$ cat src/rtl/nios_led_onchip_mem_arbiter.sv
// Two-requester Avalon-MM arbiter in front of the single-port on-chip RAM, with read-return routing.
// Optional build macro NIOS_LED_ARB_M0_PRIORITY_EN selects fixed m0 priority instead of round-robin.
module nios_led_onchip_mem_arbiter #(
   parameter  int ADDR_W = 12,
   parameter  int DATA_W = 32,
   localparam int BE_W   = DATA_W / 8
) (
   input  logic              clk,
   input  logic              reset_n,
   input  logic [ADDR_W-1:0] m0_address,
   input  logic              m0_read,
   input  logic              m0_write,
   input  logic [BE_W-1:0]   m0_byteenable,
   input  logic [DATA_W-1:0] m0_writedata,
   output logic              m0_waitrequest,
   output logic [DATA_W-1:0] m0_readdata,
   output logic              m0_readdatavalid,
   input  logic [ADDR_W-1:0] m1_address,
   input  logic              m1_read,
   input  logic              m1_write,
   input  logic [BE_W-1:0]   m1_byteenable,
   input  logic [DATA_W-1:0] m1_writedata,
   output logic              m1_waitrequest,
   output logic [DATA_W-1:0] m1_readdata,
   output logic              m1_readdatavalid,
   output logic [ADDR_W-1:0] mem_address,
   output logic              mem_chipselect,
   output logic              mem_write,
   output logic [BE_W-1:0]   mem_byteenable,
   output logic [DATA_W-1:0] mem_writedata,
   output logic              mem_clken,
   input  logic [DATA_W-1:0] mem_readdata
);

   logic r_ready;
   logic r_last_grant;
   logic r_rd_pend;
   logic r_rd_owner;

   logic w_req0;
   logic w_req1;
   logic w_grant0;
   logic w_grant1;
   logic w_rd_accept;

   assign w_req0 = m0_read | m0_write;
   assign w_req1 = m1_read | m1_write;

   always_comb begin
      w_grant0 = 1'b0;
      w_grant1 = 1'b0;
      if (r_ready) begin
         if (w_req0 && w_req1) begin
`ifdef NIOS_LED_ARB_M0_PRIORITY_EN
            w_grant0 = 1'b1;
`else
            // last_grant resets to 1 so the first conflict goes to m0
            if (r_last_grant) begin
               w_grant0 = 1'b1;
            end else begin
               w_grant1 = 1'b1;
            end
`endif
         end else begin
            w_grant0 = w_req0;
            w_grant1 = w_req1;
         end
      end
   end

   assign m0_waitrequest = ~w_grant0;
   assign m1_waitrequest = ~w_grant1;

   always_comb begin
      mem_address    = '0;
      mem_write      = 1'b0;
      mem_byteenable = '0;
      mem_writedata  = '0;
      if (w_grant0) begin
         mem_address    = m0_address;
         mem_write      = m0_write;
         mem_byteenable = m0_byteenable;
         mem_writedata  = m0_writedata;
      end else if (w_grant1) begin
         mem_address    = m1_address;
         mem_write      = m1_write;
         mem_byteenable = m1_byteenable;
         mem_writedata  = m1_writedata;
      end
   end

   assign mem_chipselect = w_grant0 | w_grant1;
   assign mem_clken      = 1'b1;

   // A read that also asserts write is serviced as a write only
   assign w_rd_accept = (w_grant0 & m0_read & ~m0_write) |
                        (w_grant1 & m1_read & ~m1_write);

   always_ff @(posedge clk or negedge reset_n) begin
      if (!reset_n) begin
         r_ready      <= 1'b0;
         r_last_grant <= 1'b1;
         r_rd_pend    <= 1'b0;
         r_rd_owner   <= 1'b0;
      end else begin
         r_ready   <= 1'b1;
         r_rd_pend <= w_rd_accept;
         if (w_grant0 | w_grant1) begin
            r_last_grant <= w_grant1;
         end
         if (w_rd_accept) begin
            r_rd_owner <= w_grant1;
         end
      end
   end

   assign m0_readdatavalid = r_rd_pend & ~r_rd_owner;
   assign m1_readdatavalid = r_rd_pend &  r_rd_owner;
   assign m0_readdata      = m0_readdatavalid ? mem_readdata : '0;
   assign m1_readdata      = m1_readdatavalid ? mem_readdata : '0;

endmodule

$ cat config.mk
export PLATFORM = sky130hd
export DESIGN_NAME = nios_led_onchip_mem_arbiter
export DESIGN_NICKNAME = d
export VERILOG_FILES = /design/src/rtl/nios_led_onchip_mem_arbiter.sv
export SDC_FILE = /design/constraint.sdc
export NUM_CORES = 1
export LEC_CHECK = 0
export ABC_CLOCK_PERIOD_IN_PS = 3450
export CAP_MARGIN = 30
export CORE_AREA = 4 4 95 97
export CTS_BUF_LIST = sky130_fd_sc_hd__clkbuf_4
export CTS_CLUSTER_DIAMETER = 50
export DETAILED_ROUTE_END_ITERATION = 8
export DIE_AREA = 0 0 99 101
export HOLD_SLACK_MARGIN = 0.03
export PLACE_DENSITY = 0.67
export SLEW_MARGIN = 20
export SYNTH_ARGS = -nofsm -noshare
export SYNTH_HDL_FRONTEND = slang
export SYNTH_SLANG_ARGS = --single-unit
$ cat constraint.sdc
create_clock -name clk -period 3.45 [get_ports clk]
set_input_delay 0.8625 -clock clk [delete_from_list [all_inputs] [get_ports clk]]
set_output_delay 0.8625 -clock clk [all_outputs]
set_load 0.02 [all_outputs]
==> reports/results.ini, run 1 <==
[status]
status=complete, no violations

[critical_path]
slowest_delay_ns=0.43
r2r_start=r_last_grant
critical_path.endpoint=mem_writedata[15]
crit_path_max_fanout=23
crit_chain=clkdlybuf4s50_1 -> buf_4 -> o221a_4 -> buf_12 -> a22o_2 -> dlygate4sd2_1
critical_path.startpoint_type=primary input
r2r-end=r_rd_pend
rr_worst_depth=5
regToRegSetupSlack_ns=2.06
worstSetupPathType=in -> out
cp_top_family=buffers and inverters
crit_arrival_ns=2.50
path_buf_inv=4
worstPathRequired_ns=2.59
cp.depth=6
startpoint=m0_read
endpoint_kind=output pin
slowest_stage=clkdlybuf4s50_1

[global_routing]
antenna_found_initial=0
groute.usage.overall_pct=16.1
grt_pass1_wl_um=12800
grt_pass1_vias=2182
grt_max_degree=35
overflow=0

[die]
dieArea_um2=10000
row_count=33
die_y_um=101
die_w_um=99
pin_count=253
coreArea_um2=8130
initial_core_util_pct=15.3

[clocking]
cts_buffer_depth=2
cts_made_buffers=3
clock_latency_ns=0.24
cts-hold-fix-buffers=0
clock-sinks=4
root_buffer=clkbuf_4
clkTransAtPathRegs_ns=0.04
h-tree-depth=1
cts_tree=yes

[yosys]
seq_area_frac_synth_pct=8.14
synth_top_cell_area_share_pct=39.4
yosys-top-cells-count=a22o_2, and2_1, and3_1
synthDistinctLibCells=24
synth_area_leaders=a22o_2, and2_1, and3_1
synthArstFlopShare_pct=100
ys_seq_elements=4
syn_area_um2=1240
netlist_instances=156
yosys.area.top_type=a22o_2
yosys_warnings=0
ys.flop_type=dfrtp_1
synth_edf_count=0
synth.most_common_cell=a22o_2
syn_avg_cell_area_um2=7.98

[sta]
finalHoldViolations=0
fmax_mhz=297
fin_setup_tns_ns=0
slew_violations=0
setup_viol=0
fin_crit_ns=3.36
min_period_over_period_pct=97.5
whs_ns=0.509
final.setup.worst_slack_ns=0.0880
finalClockSkew_ns=0.000861

[route]
drc=0
drt_iter0_drc=69
drtPass1Iterations=4
viasPerCell=4.32
vias=2210
wl_met2_um=4540
route.antenna.remaining_nets=0
drt-wirelength-per-cell_um=17.8
wl_met1_um=3480
wirelength_um=9110
wl_met3_um=1050
routed.top_layer=met4

[placement]
port_buffers=251
dp_slack_ns=-0.253
place.gp.congestion=0.814
dpl.hpwl_um=7190
dpl.cell_count=504

[flow_run]
maxCapViolCount=0

[power_and_ir_drop]
ir_worst_vdd_v=0.000180
p_leak_uw=0.00178
p_per_area_nw_per_um2=216

[final_layout]
final_nets=542
final-instance-count-excl-fill=512
syn2layout_area_growth_pct=212
antenna_cells=0
drive_above_1_share_pct=24.8

[min_path]
hold_class=reg -> reg

registers in the layout, indices dropped and copies added, names as in the netlist:
register / flops
r_last_grant: 1
r_rd_owner: 1
r_rd_pend: 1
r_ready: 1
placed cells by master (no fill, tap or decap), types with 2 or more instances in the layout:
cell type,n
clkbuf_4,4
a22o_2,49
inv_1,4
buf_6,2
dlygate4sd2_1,25
conb_1,2
and2_1,33
buf_12,5
buf_16,2
buf_4,11
and3_1,32
dfrtp_1,3
clkdlybuf4s50_1,199
buf_2,21
what timing repair did:
item / in CTS / in global routing
buffers inserted: 1 / 1
setup endpoints to repair: 45 / 6
pin swaps: 0 / 1
gates resized for setup: 113 / 3
cloned: 2 / 0
worst reg2reg max path, cell delays in order (launching register included):
cell and delay (ns):
dfstp_2 0.56, o221a_4 0.25, buf_12 0.17, inv_2 0.05, buf_4 0.12, o21ai_0 0.15
how the worst min path moves through the flow:
stage | start | endpoint | slack (ns) | cells past startpoint
6_report | r_last_grant | r_last_grant | 0.51 | 2
5_1_grt | r_last_grant | r_last_grant | 0.54 | 2
4_1_cts | r_last_grant | r_last_grant | 0.52 | 2
3_5_place_dp | r_last_grant | r_last_grant | 0.51 | 2
3_3_place_gp | r_last_grant | r_last_grant | 0.51 | 2
2_1_floorplan | r_last_grant | r_last_grant | 0.47 | 2
layout make-up:
cell class              instances  area, µm²
well taps                     105        131
clock buffers                   4       30.0
inverters                       5       18.8
flip-flops and latches          4        101
repair buffers                266       2590
multi-input cells             128       1020
fillers                       795       4250
power by group:
part	internal (µW)	switching (µW)	leakage (µW)
Sequential	54.9	4.90	0.0000473
Clock	51.4	22.2	0.0000184
Combinational	380	324	0.00171
Total	487	351	0.00178
layer usage:
metal	track usage (%)	vias up
met2	28.7	125
li1	-	1089
met1	18.7	990
met5	0	-
met4	2.00	0
met3	6.44	6
through the flow:
| step | utilization, % | instance area [µm²] | power [µW] |
|---|---|---|---|
| after detailed placement | 47.9 | 3900 | 789 |
| after global routing | 47.8 | 3890 | 889 |
| after floorplan | - | 1250 | 379 |
| after CTS | 47.6 | 3870 | 846 |
| final | 47.8 | 3890 | 838 |
| after global placement | 47.9 | 3900 | 783 |
kinds of logic (layout without fill, tap and decap cells):
logic type,after synthesis,in the layout,synth area share (%)
AO/OA/AOI/OAI,55,55,43.1
buffers and inverters,25,275,11.7
flip-flops,4,4,8.14
other,1,2,0.301
AND/OR/NAND/NOR,71,71,36.8
Note: power is estimated with default switching activity, not from simulation.
==> run 2: changes to the inputs <==
SETUP_SLACK_MARGIN = 0.15   (was not set)
==> reports/results.ini, run 2 (synthesized netlist as in run 1, its figures left out) <==
[status]
status=complete, no violations  ; unchanged

[placement]
postPlaceCellArea_um2=3900  ; unchanged
place.gp.congestion=0.814  ; unchanged
port_buffers=251  ; unchanged
dpl.hpwl_um=7190  ; unchanged
dpl.cell_count=504  ; unchanged
dp_slack_ns=-0.253  ; unchanged

[sta]
fmax_mhz=318  ; was 297 MHz
min_period_over_period_pct=91.2  ; was 97.5%
finalClockSkew_ns=0.000665  ; was 0.000861 ns
final.setup.worst_slack_ns=0.304  ; was 0.0880 ns
fin_setup_tns_ns=0  ; unchanged
rsz0062_at_grt=false
finalHoldViolations=0  ; unchanged
slew_violations=0  ; unchanged
fin_crit_ns=3.15  ; was 3.36 ns
setup_viol=0  ; unchanged

[final_layout]
layout_commonest_cell=clkdlybuf4s50_1  ; unchanged
syn2layout_area_growth_pct=224  ; was 212%
fillers=769  ; was 795
antenna_cells=0  ; unchanged
drive_above_1_share_pct=30.2  ; was 24.8%
final_area_um2=4040  ; was 3890 µm²
final-instance-count-excl-fill=512  ; unchanged
layout_common_cells=clkdlybuf4s50_1, a22o_2, and2_1, clkdlybuf4s15_2, and3_1  ; was clkdlybuf4s50_1, a22o_2, and2_1
final_nets=542  ; unchanged

[route]
wl_met3_um=1050  ; about the same
drc=0  ; unchanged
routed.top_layer=met4  ; unchanged
viasPerCell=4.34  ; was 4.32
drt-wirelength-per-cell_um=18.1  ; was 17.8 µm
wirelength_um=9250  ; was 9110 µm
vias=2220  ; was 2210
wl_met1_um=3550  ; was 3480 µm
wl_met2_um=4630  ; was 4540 µm
drt_iter0_drc=56  ; was 69
route.antenna.remaining_nets=0  ; unchanged
drtPass1Iterations=4  ; unchanged

[die]
die_w_um=99  ; unchanged
row_count=33  ; unchanged
pin_count=253  ; unchanged
coreArea_um2=8130  ; unchanged
dieArea_um2=10000  ; unchanged
initial_core_util_pct=15.3  ; unchanged
die_y_um=101  ; unchanged

[global_routing]
groute.usage.overall_pct=16.4  ; was 16.1%
grt_pass1_wl_um=13000  ; was 12800 µm
overflow=0  ; unchanged
grt_max_degree=35  ; unchanged
antenna_found_initial=0  ; unchanged
grt_pass1_vias=2227  ; was 2182

[power_and_ir_drop]
p_leak_uw=0.00172  ; was 0.00178 µW
ir_worst_vdd_v=0.000181  ; was 0.000180 V
p_per_area_nw_per_um2=215  ; was 216 nW/µm²

[critical_path]
rr_worst_depth=5  ; unchanged
worstSetupPathType=in -> out  ; unchanged
r2r-end=r_rd_pend  ; unchanged
worstPathRequired_ns=2.59  ; about the same
r2r_start=r_last_grant  ; unchanged
crit_path_max_fanout=23  ; unchanged
critical_path.startpoint_type=primary input  ; unchanged
endpoint_kind=output pin  ; unchanged
crit_arrival_ns=2.28  ; was 2.50 ns
regToRegSetupSlack_ns=1.93  ; was 2.06 ns

[min_path]
worstHoldPathCells=2  ; unchanged
hold_class=reg -> reg  ; unchanged
worstHoldStart=r_last_grant  ; unchanged
hold_end=r_last_grant  ; unchanged

[clocking]
cts_buffer_depth=2  ; unchanged
root_buffer=clkbuf_4  ; unchanged
cts_made_buffers=3  ; unchanged
clock_latency_ns=0.24  ; about the same
cts-hold-fix-buffers=0  ; unchanged
clkTransAtPathRegs_ns=0.04  ; about the same
cts_tree=yes  ; unchanged
h-tree-depth=1  ; unchanged
clock-sinks=4  ; unchanged

[flow_run]
maxCapViolCount=0  ; unchanged

-- run 2: cell count changes in the layout (fill, tap and decap cells not counted), sizes merged --
cell | before | now
clkdlybuf4s15 | 0 | 34
dlymetal6s2s | 1 | 0
bufbuf | 0 | 1
buf | 41 | 29
clkdlybuf4s50 | 199 | 196
dlygate4sd2 | 25 | 6
-- run 2: how the worst max path moves through the flow --
stage / from / endpoint / slack (ns)
6_report: m0_write / mem_writedata[4] / 0.30
5_1_grt: m0_write / mem_writedata[1] / 0.21
4_1_cts: m0_write / mem_writedata[1] / 0.30
3_5_place_dp: m1_read / mem_writedata[6] / -0.25
3_3_place_gp: m1_read / mem_writedata[19] / -0.21
2_1_floorplan: m0_read / mem_address[0] / 0.88
-- run 2: what timing repair did --
| item | CTS | global route |
|---|---|---|
| buffers inserted | 1 | 0 |
| endpoints found under the hold margin | 0 | 0 |
| resized for setup | 152 | 0 |
| setup endpoints to repair | 51 | 0 |
-- run 2: final cells by class --
cell class | instances | area [µm²] | share of cell area, %
tap | 105 | 131 | 3.25
timing repair buffer | 266 | 2740 | 67.9
sequential | 4 | 101 | 2.51
clock buffer | 4 | 30.0 | 0.744
multi-input combinational | 128 | 1020 | 25.2
inverter | 5 | 18.8 | 0.465
-- run 2: critical path, cell delays in order --
cell	delay (ns)
dlygate4sd2_1	0.28
o21ai_2	0.15
nor3b_4	0.24
buf_12	0.14
buf_16	0.16
buf_4	0.15
a22o_2	0.18
buf_12	0.12
-- run 2: through the flow --
| stage | hold WS (ns) | total power [µW] | utilization (%) |
|---|---|---|---|
| after floorplan | 0.469 | 379 | - |
| after global placement | 0.507 | 783 | 47.9 |
| after detailed placement | 0.509 | 789 | 47.9 |
| after CTS | 0.520 | 879 | 49.6 |
| after global routing | 0.542 | 918 | 49.6 |
| final | 0.509 | 867 | 49.6 |
-- run 2: where the power goes --
group          switching, µW  internal [µW]
Sequential              4.90           54.9
Clock                   22.5           51.5
Combinational            327            407
-- run 2: per-layer routing --
metal / vias to the layer above / global-route usage [%]
met3: 4 / 6.37
met4: 0 / 1.89
met5: - / 0
met2: 129 / 29.8
met1: 993 / 18.6
li1: 1094 / -
